===== config.mk =====
export PLATFORM = sky130hd
export DESIGN_NAME = alu_sequencer
export DESIGN_NICKNAME = d
export VERILOG_FILES = /design/src/rtl/alu_sequencer.sv
export SDC_FILE = /design/constraint.sdc
export NUM_CORES = 1
export LEC_CHECK = 0
export CAP_MARGIN = 10
export CORE_UTILIZATION = 53
export DETAILED_ROUTE_END_ITERATION = 10
export GPL_TIMING_DRIVEN = 0
export PLACE_DENSITY_LB_ADDON = 0.05
export SYNTH_ARGS = -nofsm -noshare
export SYNTH_HDL_FRONTEND = slang
export SYNTH_SLANG_ARGS = --single-unit

===== constraint.sdc =====
create_clock -name clk -period 11.5 [get_ports clk]
set_input_delay 1.725 -clock clk [delete_from_list [all_inputs] [get_ports clk]]
set_output_delay 1.725 -clock clk [all_outputs]
set_load 0.03 [all_outputs]

===== src/rtl/alu_sequencer.sv =====
// Issue/writeback controller: decodes instructions, drives the ALU, writes results back.
// Optional ALU_SEQ_ZERO_REG_EN: reg[0] reads as zero and ignores writes.
module alu_sequencer #(
    parameter int N = 32
) (
    input  logic         clk,
    input  logic         rst,
    input  logic         instr_valid,
    input  logic [15:0]  instr,
    output logic         instr_ready,
    output logic [4:0]   alu_ctrl,
    output logic [N-1:0] src_A,
    output logic [N-1:0] src_B,
    input  logic [N-1:0] alu_result,
    output logic         busy,
    output logic         done,
    output logic         illegal,
    input  logic [2:0]   dbg_addr,
    output logic [N-1:0] dbg_data
);

    typedef enum logic [1:0] {
        IDLE,
        DECODE,
        EXEC,
        WB
    } state_t;

    localparam logic [4:0] OP_LDI = 5'd17;

    state_t       state_q;
    logic [15:0]  instr_q;
    logic [N-1:0] res_q;
    logic [4:0]   alu_ctrl_q;
    logic [N-1:0] src_a_q;
    logic [N-1:0] src_b_q;
    logic         illegal_q;
    logic [N-1:0] rf_q [8];

    logic [4:0] op;
    logic [2:0] rd;
    logic [2:0] ra;
    logic [2:0] rb;
    logic       op_alu;
    logic       wr_en;

    assign op = instr_q[15:11];
    assign rd = instr_q[10:8];
    assign ra = instr_q[7:5];
    assign rb = instr_q[4:2];

    function automatic logic [N-1:0] rf_read(input logic [2:0] idx);
`ifdef ALU_SEQ_ZERO_REG_EN
        if (idx == 3'd0) return '0;
`endif
        return rf_q[idx];
    endfunction

    always_comb begin
        op_alu = 1'b0;
        case (op)
            5'd1, 5'd2, 5'd3, 5'd4,
            5'd9, 5'd10, 5'd11, 5'd12: op_alu = 1'b1;
            default:                   op_alu = 1'b0;
        endcase
    end

`ifdef ALU_SEQ_ZERO_REG_EN
    assign wr_en = (rd != 3'd0);
`else
    assign wr_en = 1'b1;
`endif

    always_ff @(posedge clk or posedge rst) begin
        if (rst) begin
            state_q    <= IDLE;
            instr_q    <= '0;
            res_q      <= '0;
            alu_ctrl_q <= '0;
            src_a_q    <= '0;
            src_b_q    <= '0;
            illegal_q  <= 1'b0;
            for (int i = 0; i < 8; i++) begin
                rf_q[i] <= '0;
            end
        end else begin
            illegal_q <= 1'b0;
            case (state_q)
                IDLE: begin
                    if (instr_valid) begin
                        instr_q <= instr;
                        state_q <= DECODE;
                    end
                end
                DECODE: begin
                    if (op_alu) begin
                        alu_ctrl_q <= op;
                        src_a_q    <= rf_read(ra);
                        src_b_q    <= rf_read(rb);
                        state_q    <= EXEC;
                    end else if (op == OP_LDI) begin
                        res_q   <= {{(N-8){1'b0}}, instr_q[7:0]};
                        state_q <= WB;
                    end else begin
                        illegal_q <= 1'b1;
                        state_q   <= IDLE;
                    end
                end
                EXEC: begin
                    res_q   <= alu_result;
                    state_q <= WB;
                end
                WB: begin
                    if (wr_en) begin
                        rf_q[rd] <= res_q;
                    end
                    state_q <= IDLE;
                end
                default: state_q <= IDLE;
            endcase
        end
    end

    assign instr_ready = (state_q == IDLE);
    assign busy        = (state_q != IDLE);
    assign done        = (state_q == WB);
    assign illegal     = illegal_q;
    assign alu_ctrl    = alu_ctrl_q;
    assign src_A       = src_a_q;
    assign src_B       = src_b_q;
    assign dbg_data    = rf_read(dbg_addr);

endmodule

; Word level (Yosys, flattened, before mapping)
; Memory sizes are Yosys's and may differ from the RTL's.
; Index checks and enable logic that the tools add are counted.
[word_totals]
reg_bits = 376
rom_bits = 16
inputBits = 54
elab_cells = 62
memories = 1
[op_classes]
n_lt_le_gt_ge = 5
eq_ne = 7
muxes = 23
bitwise = 4
reduce_logical = 7
[mem_list]
columns = memory, depth, word_bits, rd, rd_clocked_by_memory_dff, wr, line
row1 = (no name shown), 16, 1, 1, 0, 0, 61  ; case (op)
[ops]
columns = operator, n
row1 = binary-select mux 32 bit (select 3 bit), 3
row2 = 2-to-1 mux 32 bit, 9
row3 = bitwise mux 256 bit, 1
row4 = demux 32 bit (select 3 bit), 1
row5 = case mux 32 bit (2 select lines), 1
row6 = >= comparator 4 bit (second input constant), 4
row7 = NOT 3 -> 4 bit, 4
row8 = case mux 2 bit (4 select lines), 1
row9 = 2-to-1 mux 2 bit, 3
row10 = != test 2 bit (second input constant), 3
row11 = == test 5 bit (second input constant), 1
row12 = == test 2 bit (second input constant), 2
row13 = < comparator 4 x 1 -> 1 bit (second input constant), 1
row14 = 2-to-1 mux 1 bit, 4
row15 = AND reduction 2 bit, 2
row16 = nonzero test 2 bit, 2
row17 = AND reduction 3 bit, 1
row18 = == test 2 x 1 -> 1 bit (second input constant), 1
row19 = logical NOT 2 bit, 1
row20 = logical AND 1 bit, 1

; Longest topological paths before layout
; Gate-level depths: netlist of run 1.
[logic_depth]
ltp_word = 6
mapped_depth = 6
ltp_nobuf = 3

; Worst setup path after synthesis of run 1
; Ideal clock, no wire load.
[synth_path]
path_kind = input to output
start = input port dbg_addr[0]
end = output port dbg_data[0]
arrival_time_ns = 3.285
required_ns = 9.775
path_slack_ns = 6.490
stages = 4
path_cell_list = clkbuf_1 -> buf_2 -> mux4_2 -> mux2_2
[synth_via]
elab_chain_len = 4
[synth_rtl]
columns = element, line
row1 = start: declaration, 18  ; input logic [2:0] dbg_addr,
row2 = NOT 3 -> 4 bit (implied by the code), 56  ; return rf_q[idx];
row3 = binary-select mux 32 bit (select 3 bit), 56
row4 = 2-to-1 mux 32 bit (implied by the code) (2 in series), 56
row5 = end: declaration, 19  ; output logic [N-1:0] dbg_data
; No other way between the ends. The select of a mux whose other input is x is not followed.

; Worst setup path after layout of run 1
[layout_path]
start = input port dbg_addr[0]
end = output port dbg_data[24]
; The elaborated chain is that of the path after synthesis.

==> results of run 1 <==
## synthesized netlist by cell type (11+ instances only)
cell        n  area share (%)
inv_1      11            0.20
a22o_1     87             3.8
clkbuf_1   77             1.4
buf_1      13            0.24
o22ai_1    64             2.0
mux4_2     64             7.1
mux2i_1   129             6.4
o31ai_1   129             4.8
dfrtp_1   376              46
nand2_1    22            0.41
mux2_2    432              24
buf_2      42             1.0
## power breakdown
group	switching, mW	total [mW]	internal (mW)
Sequential	0.595	2.44	1.85
Clock	0.564	1.41	0.851
Combinational	1.98	3.61	1.63
Total	3.14	7.47	4.32
## cell families after synthesis
family                 after synthesis  synth area share [%]
AOI/OAI and AO/OA                  296                  11.2
buffers and inverters              152                  3.39
DFF                                376                  46.4
muxes                              629                  37.8
and+or+nand+nor                     52                  1.23
## routing by layer
| metal | vias up | global-route usage [%] | routed length [um] | share of wire, % |
|---|---|---|---|---|
| met5 | - | 0 | 0 | 0 |
| met4 | 0 | 16.5 | 2980 | 4.3 |
| met3 | 202 | 8.45 | 6690 | 9.6 |
| met2 | 863 | 55.2 | 31300 | 45 |
| met1 | 7953 | 49.8 | 28500 | 41 |
| li1 | 6296 | - | - | - |
## state kept, by name, indices dropped and copies added (netlist names), named ones only
signal	count
res_q	32
alu_ctrl	5
src_A	32
illegal	1
src_B	32
state_q	1
instr_q	16
rf_q	256
## layout make-up
type                            instances  share of cell area [%]
Multi-Input combinational cell        977                    42.1
Sequential cell                       376                    39.0
Timing Repair Buffer                  166                    7.34
Clock buffer                           65                    5.44
Buffer                                141                    2.68
Tap cell                              511                    2.65
Clock inverter                         12                   0.560
Inverter                               11                   0.187
## final timing paths
check	start	endpoint	slack [ns]	cells past startpoint
setup / recovery	dbg_addr[0]	dbg_data[24]	5.08	5
hold / removal	alu_ctrl[4]	alu_ctrl[4]	0.50	1
setup reg to reg	state_q[0]	rf_q[76]	8.68	5
hold reg to reg	alu_ctrl[4]	alu_ctrl[4]	0.50	1
max in group asynchronous	rst	res_q[23]	8.41	7
min in group asynchronous	rst	src_A[4]	1.55	2
## metrics by stage
| step | utilization, % | setup WS, ns |
|---|---|---|
| 3_5_place_dp | 60.2 | 5.12 |
| 5_1_grt | 64.1 | 5.02 |
| 3_3_place_gp | 59.6 | 2.06 |
| 6_report | 64.1 | 5.08 |
| 4_1_cts | 64.1 | 5.12 |
| 2_1_floorplan | - | 4.72 |
==> results by group, run 1 <==
Global route
  • First-pass GRT wire length: 102000 um
  • GRT Overall Usage: 36.4%
  • Grt total ovfl: 0
  • Initial antenna violation count: 0
  • Largest net degree at the start of global routing: 43
  • Number of global-route vias before repair: 15300

Critical path
  • CP Max Fanout: 10
  • CP required: 9.78 ns
  • Crit path cell chain: clkbuf_1 > buf_2 > mux4_2 > mux2_2 > clkdlybuf4s50_1
  • Delay-heaviest family, CP: buffers and inverters
  • CP Launch Type: input pin
  • CP max-delay cell: clkbuf_1
  • CP arrival: 4.69 ns
  • Critical Path End Type: output port
  • Max incr delay on CP: 0.87 ns
  • Crit path buf inv count: 3
  • CP Class: input pin to output port

STA
  • Clk_skew: 0.0133 ns
  • Final period util: 55.8%
  • Tmin final: 6.42 ns
  • F_max: 156 MHz
  • Pins Over Slew Limit: 0
  • Tightest Pin Transition: 1.32 ns
  • Final Hold Viols: 0
  • Final setup viols: 0
  • RSZ-0062 raised after global routing: false
  • Hold WS: 0.503 ns
  • Relative max-transition margin: 11.4%
  • Setup TNS: 0 ns

Worst hold path
  • Hold Crit Class: flop to flop

Logic synthesis
  • Flops & latches, synth: 376
  • Post-Synthesis Cells: 1505
  • Post-Syn Area per Cell: 13.5 um2
  • Most common flop cell mapped by yosys: dfrtp_1
  • Ys async rst share: 100%
  • EDFF count, synth: 0
  • Synthesized area: 20300 um2
  • Seq/Total Area, Yosys: 46.4%
  • Netlist cell types: 34
  • Net count after synthesis: 1559
  • Syn. warnings: 0

Placed design
  • Dpl cell area: 22700 um2
  • PortBufs: 155
  • DPL Wire Length: 45500 um
  • Final GP Congestion: 0.899
  • Placed Cells: 2182

Die
  • Core area: 37700 um2
  • Num rows: 71
  • Ports: 159
  • Die Wd: 198 um
  • Die area: 39000 um2
  • Die height: 198 um
  • Initial core utilization: 53.8%

Drt
  • Drt total wl: 69500 um
  • WL/cell: 30.8 um
  • Drc violations: 0
  • Final ANT Viol Nets: 0
  • Detailed-router iteration count before antenna repair: 5
  • Via/cell ratio: 6.78
  • Initial DRC count: 1403
  • Routed vias: 15300

Clock network
  • CTS tree: built
  • Worst skew pair latency: 0.57 ns
  • H-tree Lvls: 2
  • Post-CTS setup repair buffer count: 0
  • CTS root buf: clkbuf_16
  • Clock slew at reported path FFs: 0.06 ns
  • Post_cts resized: 0
  • Clk sinks: 376
  • Cts hold-fix bufs: 0
  • CTS buffer count: 43
  • Longest Clk Path Bufs: 3

Final layout
  • Multi-input logic area: 10200 um2
  • Ant diodes: 0
  • # nets final: 1770
  • Share of cells above drive strength 1: 36.2%
  • Fillcell total: 2975
  • Most frequent cells in the layout: mux2_2 (432), dfrtp_1 (376), clkdlybuf4s50_1 (155), mux2i_1 (129), o31ai_1 (129)
  • Most common cell after layout, fill and taps aside: mux2_2
  • Non-Filler Instances: 2259
  • Reg area: 9410 um2
  • Finished Cell Area: 24100 um2
  • Area growth syn-to-layout: 19.1%

Pwr
  • PD cells: 310 nW/um2
  • Tot Pwr: 7.47 mW
  • Leakage: 10.8 nW
  • Maximum VDD drop: 0.169 mV

Job
  • Max-cap violations: 0

Outcome
  • Status: completed
No activity file was read; power rests on OpenSTA's default activity.
==> run 2, diff against run 1 <==
==> constraint.sdc (replaced) <==
create_clock -name clk -period 5.6 [get_ports clk]
set_input_delay 0.84 -clock clk [delete_from_list [all_inputs] [get_ports clk]]
set_output_delay 0.84 -clock clk [all_outputs]
set_load 0.03 [all_outputs]
==> results of run 2 <==
Same layout as run 1 (identical final DEF). Status: completed.
Among the figures that moved: setup slack after placement 5.12 ns -> 0.994 ns; setup slack after layout 5.08 ns -> 0.952 ns; register-to-register setup slack 8.68 ns -> 2.78 ns; total power 7.47 mW -> 15.3 mW; worst IR drop on VDD 0.169 mV -> 0.348 mV
